<file path="config.mk">
export PLATFORM = sky130hd
export DESIGN_NAME = mem_access_unit
export DESIGN_NICKNAME = d
export VERILOG_FILES = /design/src/rtl/mem_access_unit.sv
export SDC_FILE = /design/constraint.sdc
export NUM_CORES = 1
export LEC_CHECK = 0
export BUFFER_PORTS_ARGS = -buffer_cell sky130_fd_sc_hd__buf_2
export CAP_MARGIN = 20
export CORE_MARGIN = 10
export CORE_UTILIZATION = 35
export CTS_CLUSTER_SIZE = 10
export DETAILED_ROUTE_END_ITERATION = 10
export PLACE_DENSITY_LB_ADDON = 0.08
export SKIP_LAST_GASP = 1
export SLEW_MARGIN = 20
export SYNTH_ARGS = -nofsm -noshare
export SYNTH_HDL_FRONTEND = slang
export SYNTH_SLANG_ARGS = --single-unit
</file>
<file path="constraint.sdc">
create_clock -name clk -period 7 [get_ports clk]
set_input_delay 0 -clock clk [delete_from_list [all_inputs] [get_ports clk]]
set_output_delay 0 -clock clk [all_outputs]
set_load 0.1 [all_outputs]
</file>
<file path="src/rtl/mem_access_unit.sv">
// Load/store unit between the CPU stage and a word-addressed RAM with 1-cycle registered read.
// Byte/half/word accesses; sub-word stores are read-modify-write, misaligned requests return an error.
module mem_access_unit #(
    parameter int ADDR_W     = 32,
    parameter int RAM_ADDR_W = 30
) (
    input  logic                  clk,
    input  logic                  rst,
    input  logic                  req_valid,
    output logic                  req_ready,
    input  logic                  req_we,
    input  logic [1:0]            req_size,
    input  logic                  req_signed,
    input  logic [ADDR_W-1:0]     req_addr,
    input  logic [31:0]           req_wdata,
    output logic                  rsp_valid,
    output logic [31:0]           rsp_rdata,
    output logic                  rsp_err,
    output logic                  ram_wren,
    output logic [RAM_ADDR_W-1:0] ram_address,
    output logic [31:0]           ram_data,
    input  logic [31:0]           ram_q
);

    typedef enum logic [2:0] {
        S_IDLE,
        S_ISSUE,
        S_CAPTURE,
        S_WRITE,
        S_RESP,
        S_ERR
    } state_t;

    state_t            state_q;
    logic              we_q;
    logic [1:0]        size_q;
    logic              signed_q;
    logic [ADDR_W-1:0] addr_q;
    logic [31:0]       wdata_q;
    logic [31:0]       merge_q;
    logic              rsp_valid_q;
    logic              rsp_err_q;
    logic [31:0]       rsp_rdata_q;

    logic              req_bad_d;
    logic [7:0]        lane_byte_d;
    logic [15:0]       lane_half_d;
    logic [31:0]       load_data_d;
    logic [31:0]       merge_data_d;

    always_comb begin
        req_bad_d = 1'b0;
        case (req_size)
            2'b01:   req_bad_d = req_addr[0];
            2'b10:   req_bad_d = (req_addr[1:0] != 2'b00);
            2'b11:   req_bad_d = 1'b1;
            default: req_bad_d = 1'b0;
        endcase
    end

    // Lane extraction and store merge both work on the word returned by the RAM in CAPTURE.
    always_comb begin
        lane_byte_d = ram_q[7:0];
        case (addr_q[1:0])
            2'd1:    lane_byte_d = ram_q[15:8];
            2'd2:    lane_byte_d = ram_q[23:16];
            2'd3:    lane_byte_d = ram_q[31:24];
            default: lane_byte_d = ram_q[7:0];
        endcase
        lane_half_d = addr_q[1] ? ram_q[31:16] : ram_q[15:0];

        case (size_q)
            2'b00:   load_data_d = {{24{signed_q & lane_byte_d[7]}}, lane_byte_d};
            2'b01:   load_data_d = {{16{signed_q & lane_half_d[15]}}, lane_half_d};
            default: load_data_d = ram_q;
        endcase

        merge_data_d = ram_q;
        if (size_q == 2'b00) begin
            case (addr_q[1:0])
                2'd1:    merge_data_d[15:8]  = wdata_q[7:0];
                2'd2:    merge_data_d[23:16] = wdata_q[7:0];
                2'd3:    merge_data_d[31:24] = wdata_q[7:0];
                default: merge_data_d[7:0]   = wdata_q[7:0];
            endcase
        end else if (size_q == 2'b01) begin
            if (addr_q[1]) merge_data_d[31:16] = wdata_q[15:0];
            else           merge_data_d[15:0]  = wdata_q[15:0];
        end
    end

    always_ff @(posedge clk or posedge rst) begin
        if (rst) begin
            state_q     <= S_IDLE;
            we_q        <= 1'b0;
            size_q      <= 2'b00;
            signed_q    <= 1'b0;
            addr_q      <= '0;
            wdata_q     <= '0;
            merge_q     <= '0;
            rsp_valid_q <= 1'b0;
            rsp_err_q   <= 1'b0;
            rsp_rdata_q <= '0;
        end else begin
            rsp_valid_q <= 1'b0;
            rsp_err_q   <= 1'b0;
            case (state_q)
                S_IDLE: begin
                    if (req_valid) begin
                        we_q     <= req_we;
                        size_q   <= req_size;
                        signed_q <= req_signed;
                        addr_q   <= req_addr;
                        wdata_q  <= req_wdata;
                        if (req_bad_d) begin
                            state_q     <= S_ERR;
                            rsp_valid_q <= 1'b1;
                            rsp_err_q   <= 1'b1;
                            rsp_rdata_q <= '0;
                        end else if (req_we && req_size == 2'b10) begin
                            state_q <= S_WRITE;
                        end else begin
                            state_q <= S_ISSUE;
                        end
                    end
                end
                S_ISSUE: state_q <= S_CAPTURE;
                S_CAPTURE: begin
                    if (we_q) begin
                        merge_q <= merge_data_d;
                        state_q <= S_WRITE;
                    end else begin
                        rsp_rdata_q <= load_data_d;
                        rsp_valid_q <= 1'b1;
                        state_q     <= S_RESP;
                    end
                end
                S_WRITE: begin
                    rsp_rdata_q <= '0;
                    rsp_valid_q <= 1'b1;
                    state_q     <= S_RESP;
                end
                default: state_q <= S_IDLE;
            endcase
        end
    end

    // RAM side is decoded from state only, so reset removes ram_wren without waiting for a clock.
    assign req_ready   = (state_q == S_IDLE);
    assign ram_wren    = (state_q == S_WRITE);
    assign ram_address = (state_q == S_IDLE) ? '0 : addr_q[RAM_ADDR_W+1:2];
    assign ram_data    = (state_q != S_WRITE) ? '0 :
                         (size_q == 2'b10)    ? wdata_q : merge_q;
    assign rsp_valid   = rsp_valid_q;
    assign rsp_err     = rsp_err_q;
    assign rsp_rdata   = rsp_rdata_q;

endmodule

</file>
==> metrics.md, run 1 <==
| Metric | Value |
|---|---|
| Vias/cell | between 4 and 5 |
| Global-route wire length before repair | around 37,000 um |
| Post-Syn Nets | 880 |
| Hold path endpoint | rsp_rdata[15]$_DFFE_PP0P_ |
| ANT nets after route | 0 |
| CTS Sinks | 137 |
| Port bufs | 200 |
| Area growth from synthesis to layout | 39.88% |
| Main synth FF type | dfrtp_1 |
| RSZ-0062 raised after global routing | no |
| Post-CTS setup buffers | 0 |
| Synthesized area per cell | a little under 9 um^2 |
| FFs w/ async S/R, synth | 1.000 |
| Library cells used by synthesis | 42 |
| CTS H-tree depth | 4 |
| Die Area | between 20,000 and 30,000 um^2 |
| Status | finished clean |
| Final net count | 1,147 |
| Max Freq | roughly 320 MHz |
| Rows | 50 |
| CTS max path bufs | 2 |
| DRC Markers | 0 |
| Pre-antenna DRT Iters | 5 |
| Final period util | 0.4427 |
| Number of global-route vias before repair | 6,698 |
| PnR worst setup slack | 3901 ps |
| EDFF count, synth | 0 |
| Hold Path Depth | 3 |
| Hold Fails Final Rpt | 0 |
| DRT Wirelength | roughly 24,000 um |
| Mapped Area | just under 7000 um^2 |
| Hold buffer count at cts | 95 |
| Max-cap violations | 0 |
| Reg2Reg Depth | 4 |
| Vias | between 6,000 and 7,000 |
| Largest net degree at the start of global routing | just over 80 |
| I/O pin cnt | 201 |
| Initial core utilization | 0.3570 |
| Leakage power | between 4 and 5 nW |
| Worst min-delay path class | primary input to flop |
| Crit path max fanout | 32 |
| Fin. max-slew vios | 0 |
| DPL Wire Length | approximately 16,000 um |
| DR WL/cell | 18.14 um |
| Initial antenna violation count | 0 |
| Worst-path clk slew | around 60 ps |
| Overall power | between 5 and 6 mW |
| Core area | 18,830 um^2 |
| Gr usage total | 0.1889 |
| Register area share after synthesis | 0.5100 |
| Critical Path Source Type | flop |
| Cts bufs inserted | 17 |
| Antenna cells | 0 |
| Die Wd | around 160 um |
| Yosys warnings | 0 |
| Root buffer cell | clkbuf_16 |
| Hold slack final | around 25 ps |
| Worst Tran Pin Value | between 1000 and 1500 ps |
| Worst reg2reg startpoint | addr_q[1]$_DFFE_PP0P_ |
| Max IR drop VDD | between 0.4 and 0.5 mV |
| Clk_lat worst skew | 420 ps |
| Post-Route Setup TNS | 0 ps |
| Clock skew | between 6 and 7 ps |
| Critical path required time | ~7000 ps |
| Final Setup Violations | 0 |
| Crit Path Class | flop to output pin |
| R2r endpoint | merge_q[30]$_DFFE_PP0P_ |
| GRT overflow | 0 |
| Period minus WS final | just over 3000 ps |
| CP Capture Type | output pin |
| Initial DRC Count | ~400 |
| Share of layout cells above drive strength 1 | 0.2405 |
| WP data arrival | 3100 ps |
| Pwr/cell area | 568.8 nW/um^2 |
| Hold Startpoint | ram_q[15] |
| Final GP Congestion | between 0.7 and 0.8 |
| Relative slew slack | 0.3166 |
| Resize count post-CTS | 0 |
| Die height | approximately 160 um |
| R2r setup slk | ~4600 ps |
| #FFs+latches synth | roughly 140 |
| TritonCTS clock tree | yes |
| DP Worst Slack | 4352 ps |
| Mapped Cells | 777 |
cell type report:
class	count	area [um^2]
Fill cell	1819	9427
Sequential cell	137	3428
Multi-Input combinational cell	577	3028
Timing Repair Buffer	304	2019
Clock buffer	22	474.2
Tap cell	260	325.3
Clock inverter	9	97.59
Inverter	7	31.28
synthesized netlist by cell type (2+ instances only):
cell | n | area (um^2)
nand2_1 | 303 | 1137
dfrtp_1 | 137 | 3428
a21oi_1 | 41 | 205.2
nor2b_1 | 35 | 219.0
nor2_1 | 28 | 105.1
buf_2 | 25 | 125.1
clkbuf_1 | 24 | 90.09
o21ai_0 | 24 | 120.1
mux2i_1 | 22 | 220.2
o22ai_1 | 22 | 137.6
a221o_1 | 17 | 170.2
o31ai_1 | 16 | 120.1
nor3_1 | 8 | 40.04
a22o_1 | 7 | 61.31
nand2b_1 | 7 | 43.79
inv_1 | 6 | 22.52
o2bb2ai_1 | 6 | 52.55
a2bb2oi_1 | 5 | 43.79
buf_1 | 5 | 18.77
nor3b_1 | 5 | 37.54
o221ai_1 | 5 | 43.79
a32o_1 | 3 | 30.03
or3_1 | 3 | 18.77
and2_1 | 2 | 12.51
buf_6 | 2 | 22.52
nand3_1 | 2 | 10.01
nand3b_1 | 2 | 15.01
report_power, final:
group | total [mW] | switching, mW | internal [mW]
logic | 2.97 | 2.31 | 0.661
clock network | 0.888 | 0.341 | 0.547
registers | 1.49 | 0.333 | 1.15
total | 5.35 | 2.99 | 2.36
metal layers:
metal  up-vias  track usage  routed length [um]
li1       3161            -                   -
met1      3085       0.2434               10490
met2       207       0.3030               11370
met3        31      0.04830                1562
met4         0      0.06176                 450
met5         -            0                   0
worst max path at each step:
stage	start	end	slack, ps	cells after the start
floorplan	rst	addr_q[0]$_DFFE_PP0P_	3330	1
global placement	size_q[1]$_DFFE_PP0P_	ram_data[15]	4380	6
detailed placement	size_q[1]$_DFFE_PP0P_	ram_data[15]	4350	6
CTS	size_q[1]$_DFFE_PP0P_	ram_data[15]	3930	6
global route	size_q[1]$_DFFE_PP0P_	ram_data[10]	3750	6
finish	size_q[1]$_DFFE_PP0P_	ram_data[15]	3900	6
cells in the final DEF (no fill, tap or decap), types with 3 or more instances in the layout:
cell type      Yosys  routed
nor2_1            28      27
nor3_1             8       7
nand2b_1           7       7
a2bb2oi_1          5       5
clkbuf_8           0       3
nand2_1          303     302
a21oi_1           41      41
nor3b_1            5       5
o221ai_1           5       5
a22o_1             7       7
inv_1              6       5
o22ai_1           22      22
o2bb2ai_1          6       6
clkinv_2           0       6
o31ai_1           16      16
a32o_1             3       3
buf_2             25     200
nor2b_1           35      35
or3_1              3       3
buf_4              0       9
clkbuf_16          0      17
mux2i_1           22      22
o21ai_0           24      24
a221o_1           17      17
dlygate4sd3_1      0      95
dfrtp_1          137     137
state kept, by name, summed over array words and instances, names as in the netlist:
| name | flops |
|---|---|
| addr_q | 32 |
| merge_q | 32 |
| rsp_err | 1 |
| rsp_rdata | 32 |
| rsp_valid | 1 |
| signed_q | 1 |
| size_q | 2 |
| state_q | 3 |
| wdata_q | 32 |
| we_q | 1 |
cells by family after synthesis:
family,count (synthesis),synth area share
buf+inv,63,0.04206
compound gates,153,0.1580
mux,23,0.03611
flops,137,0.5100
simple gates,401,0.2539
worst max-delay path: stages, from the launching register on:
cell and delay (ps):
dfrtp_1 750, clkinv_1 480, nor2_2 200, buf_4 380, nand2_1 100, a21oi_1 280, buf_2 490
stage by stage:
stage	instance area, um^2	util	cells
after detailed placement	7881	0.4185	1190
after global placement	7881	0.4185	1190
after CTS	9404	0.4994	1316
final	9404	0.4994	1316
after global routing	9404	0.4994	1316
after floorplan	6723	-	777
Power figures use the tool's default switching activity.
==> inputs of run 2 (changes only) <==
==> constraint.sdc (replaced) <==
create_clock -name clk -period 2.5 [get_ports clk]
set_input_delay 0 -clock clk [delete_from_list [all_inputs] [get_ports clk]]
set_output_delay 0 -clock clk [all_outputs]
set_load 0.1 [all_outputs]
==> run 2 against run 1 <==
Final cell count grew 1.1%. Cell area grew 8.9%. Clock skew grew 7.0 ps. First-iteration DRC count shrank 6.3%. Non-clock buffer count grew 15.
==> metrics.md, run 2 (synthesis gave the netlist of run 1 again) <==
| Metric | Value |
|---|---|
| Status | finished clean |
| Initial antenna violation count | 0 |
| Clock skew | approximately 13 ps |
| CTS Sinks | around 140 |
| Gr usage total | 0.1895 |
| Worst min-delay path class | primary input to flop |
| Hold Fails Final Rpt | 0 |
| Post-Route Setup TNS | 0 ps |
| Largest net degree at the start of global routing | 66 |
| DR WL/cell | between 15 and 20 um |
| Leakage power | roughly 5.1 nW |
| DRC Markers | 0 |
| Max IR drop VDD | between 1 and 1.5 mV |
| Max Freq | roughly 460 MHz |
| Vias | 6,485 |
| Area growth from synthesis to layout | 52.32% |
| Post-layout util | 0.5438 |
| RSZ-0062 raised after global routing | no |
| CTS H-tree depth | 4 |
| Most common cell after layout, fill and taps aside | nand2_1 |
| Rows | 50 |
| Antenna cells | 0 |
| Hold Path Depth | 3 |
| Pre-antenna DRT Iters | 7 |
| DPL Wire Length | around 17,000 um |
| Fin. max-slew vios | 0 |
| Worst-path clk slew | approximately 60 ps |
| CTS max path bufs | 2 |
| Final Setup Violations | 0 |
| Hold path endpoint | merge_q[11]$_DFFE_PP0P_ |
| Relative slew slack | 0.4953 |
| Clk_lat worst skew | 420 ps |
| Period minus WS final | around 2200 ps |
| Hold slack final | approximately 37 ps |
| Initial DRC Count | about 370 |
| Initial core utilization | 0.3570 |
| Reg2Reg Depth | 3 |
| Commonest non-fill, non-tap cells in the layout | nand2_1, buf_2, dfrtp_1 |
| Worst reg2reg startpoint | state_q[0]$_DFFE_PP0N_ |
| Vias/cell | 4.872 |
| Critical Path Source Type | flop |
| Cts bufs inserted | 17 |
| Max-cap violations | 0 |
| GRT overflow | 0 |
| Final GP Congestion | 0.8083 |
| Crit Path Class | flop to output pin |
| Final period util | 0.8696 |
| Root buffer cell | clkbuf_16 |
| TritonCTS clock tree | yes |
| Number of global-route vias before repair | 6,685 |
| Pwr/cell area | roughly 1500 nW/um^2 |
| Final net count | between 1,000 and 1,500 |
| Post-CTS setup buffers | 0 |
| DP Worst Slack | about 480 ps |
| Flip-flop and latch area | about 3400 um^2 |
| Die Area | approximately 25,000 um^2 |
| ANT nets after route | 0 |
| Core area | about 19,000 um^2 |
| Global-route wire length before repair | ~37,000 um |
| Port bufs | 200 |
| WP data arrival | 2170 ps |
| R2r endpoint | rsp_rdata[17]$_DFFE_PP0P_ |
| Fill cell count | about 1,700 |
| Crit path max fanout | 23 |
| Worst Tran Pin Value | between 700 and 800 ps |
| PnR worst setup slack | 325.9 ps |
| Critical path required time | approximately 2500 ps |
| DRT Wirelength | 23,870 um |
| I/O pin cnt | ~200 |
| R2r setup slk | approximately 430 ps |
| Hold Startpoint | ram_q[11] |
| Multi-input logic area | ~3100 um^2 |
| Die Wd | 158.6 um |
| CP Capture Type | output pin |
| Share of layout cells above drive strength 1 | 0.2792 |
| Die height | about 160 um |
## run 2: cell count changes in the layout (fill, tap and decap cells not counted), sizes merged
cell,delta
dlygate4sd3,+1
buf,+14
bufinv,+3
clkinv,-2
clkbuf,-2
clkinvlp,+1
## run 2: worst max-delay path by stage
| stage | cells past startpoint | from | endpoint |
|---|---|---|---|
| after global routing | 6 | size_q[0]$_DFFE_PP0P_ | ram_data[0] |
| final | 6 | size_q[0]$_DFFE_PP0P_ | ram_data[8] |
| after floorplan | 3 | state_q[0]$_DFFE_PP0N_ | ram_address[20] |
| after detailed placement | 3 | state_q[0]$_DFFE_PP0N_ | rsp_rdata[30]$_DFFE_PP0P_ |
| after global placement | 3 | state_q[0]$_DFFE_PP0N_ | rsp_rdata[22]$_DFFE_PP0P_ |
| after CTS | 6 | size_q[0]$_DFFE_PP0P_ | ram_data[8] |
## run 2: final cells by class
cell class	instances	area share
clock buffers	20	0.04460
clock inverters	11	0.01894
inverters	7	0.002933
multi-input cells	577	0.3067
flip-flops and latches	137	0.3348
well taps	260	0.03177
repair buffers	319	0.2603
## run 2: routing by layer
layer	vias to the layer above	part of all wire	routed length (um)	track usage
li1	3183	-	-	-
met3	16	0.056	1328	0.04668
met2	178	0.49	11710	0.3114
met1	3108	0.44	10610	0.2458
met4	0	0.0096	228	0.04411
met5	-	0	0	0
## run 2: what timing repair did
item	CTS	global route
hold endpoints to repair	140	0
hold buffers	96	0
gates resized for setup	0	0
## run 2: stage by stage
step | std cells | cell area (um^2) | power [mW]
after floorplan | 777 | 6839 | 10.89
after global routing | 1331 | 10240 | 16.65
after CTS | 1331 | 10240 | 15.84
after global placement | 1204 | 8628 | 12.84
after detailed placement | 1204 | 8628 | 12.89
final | 1331 | 10240 | 15.73
## run 2: critical path, cell delays in order (launching register included)
cell,delay [ps]
dfrtp_1,570
nand2b_1,160
buf_4,170
buf_4,280
nand2_1,110
a21oi_2,250
buf_12,210
## run 2: where the power goes
group	total, mW	switching [mW]	internal [mW]
sequential	4.07	0.837	3.23
combinational	8.87	6.70	2.17
clock	2.79	0.969	1.82
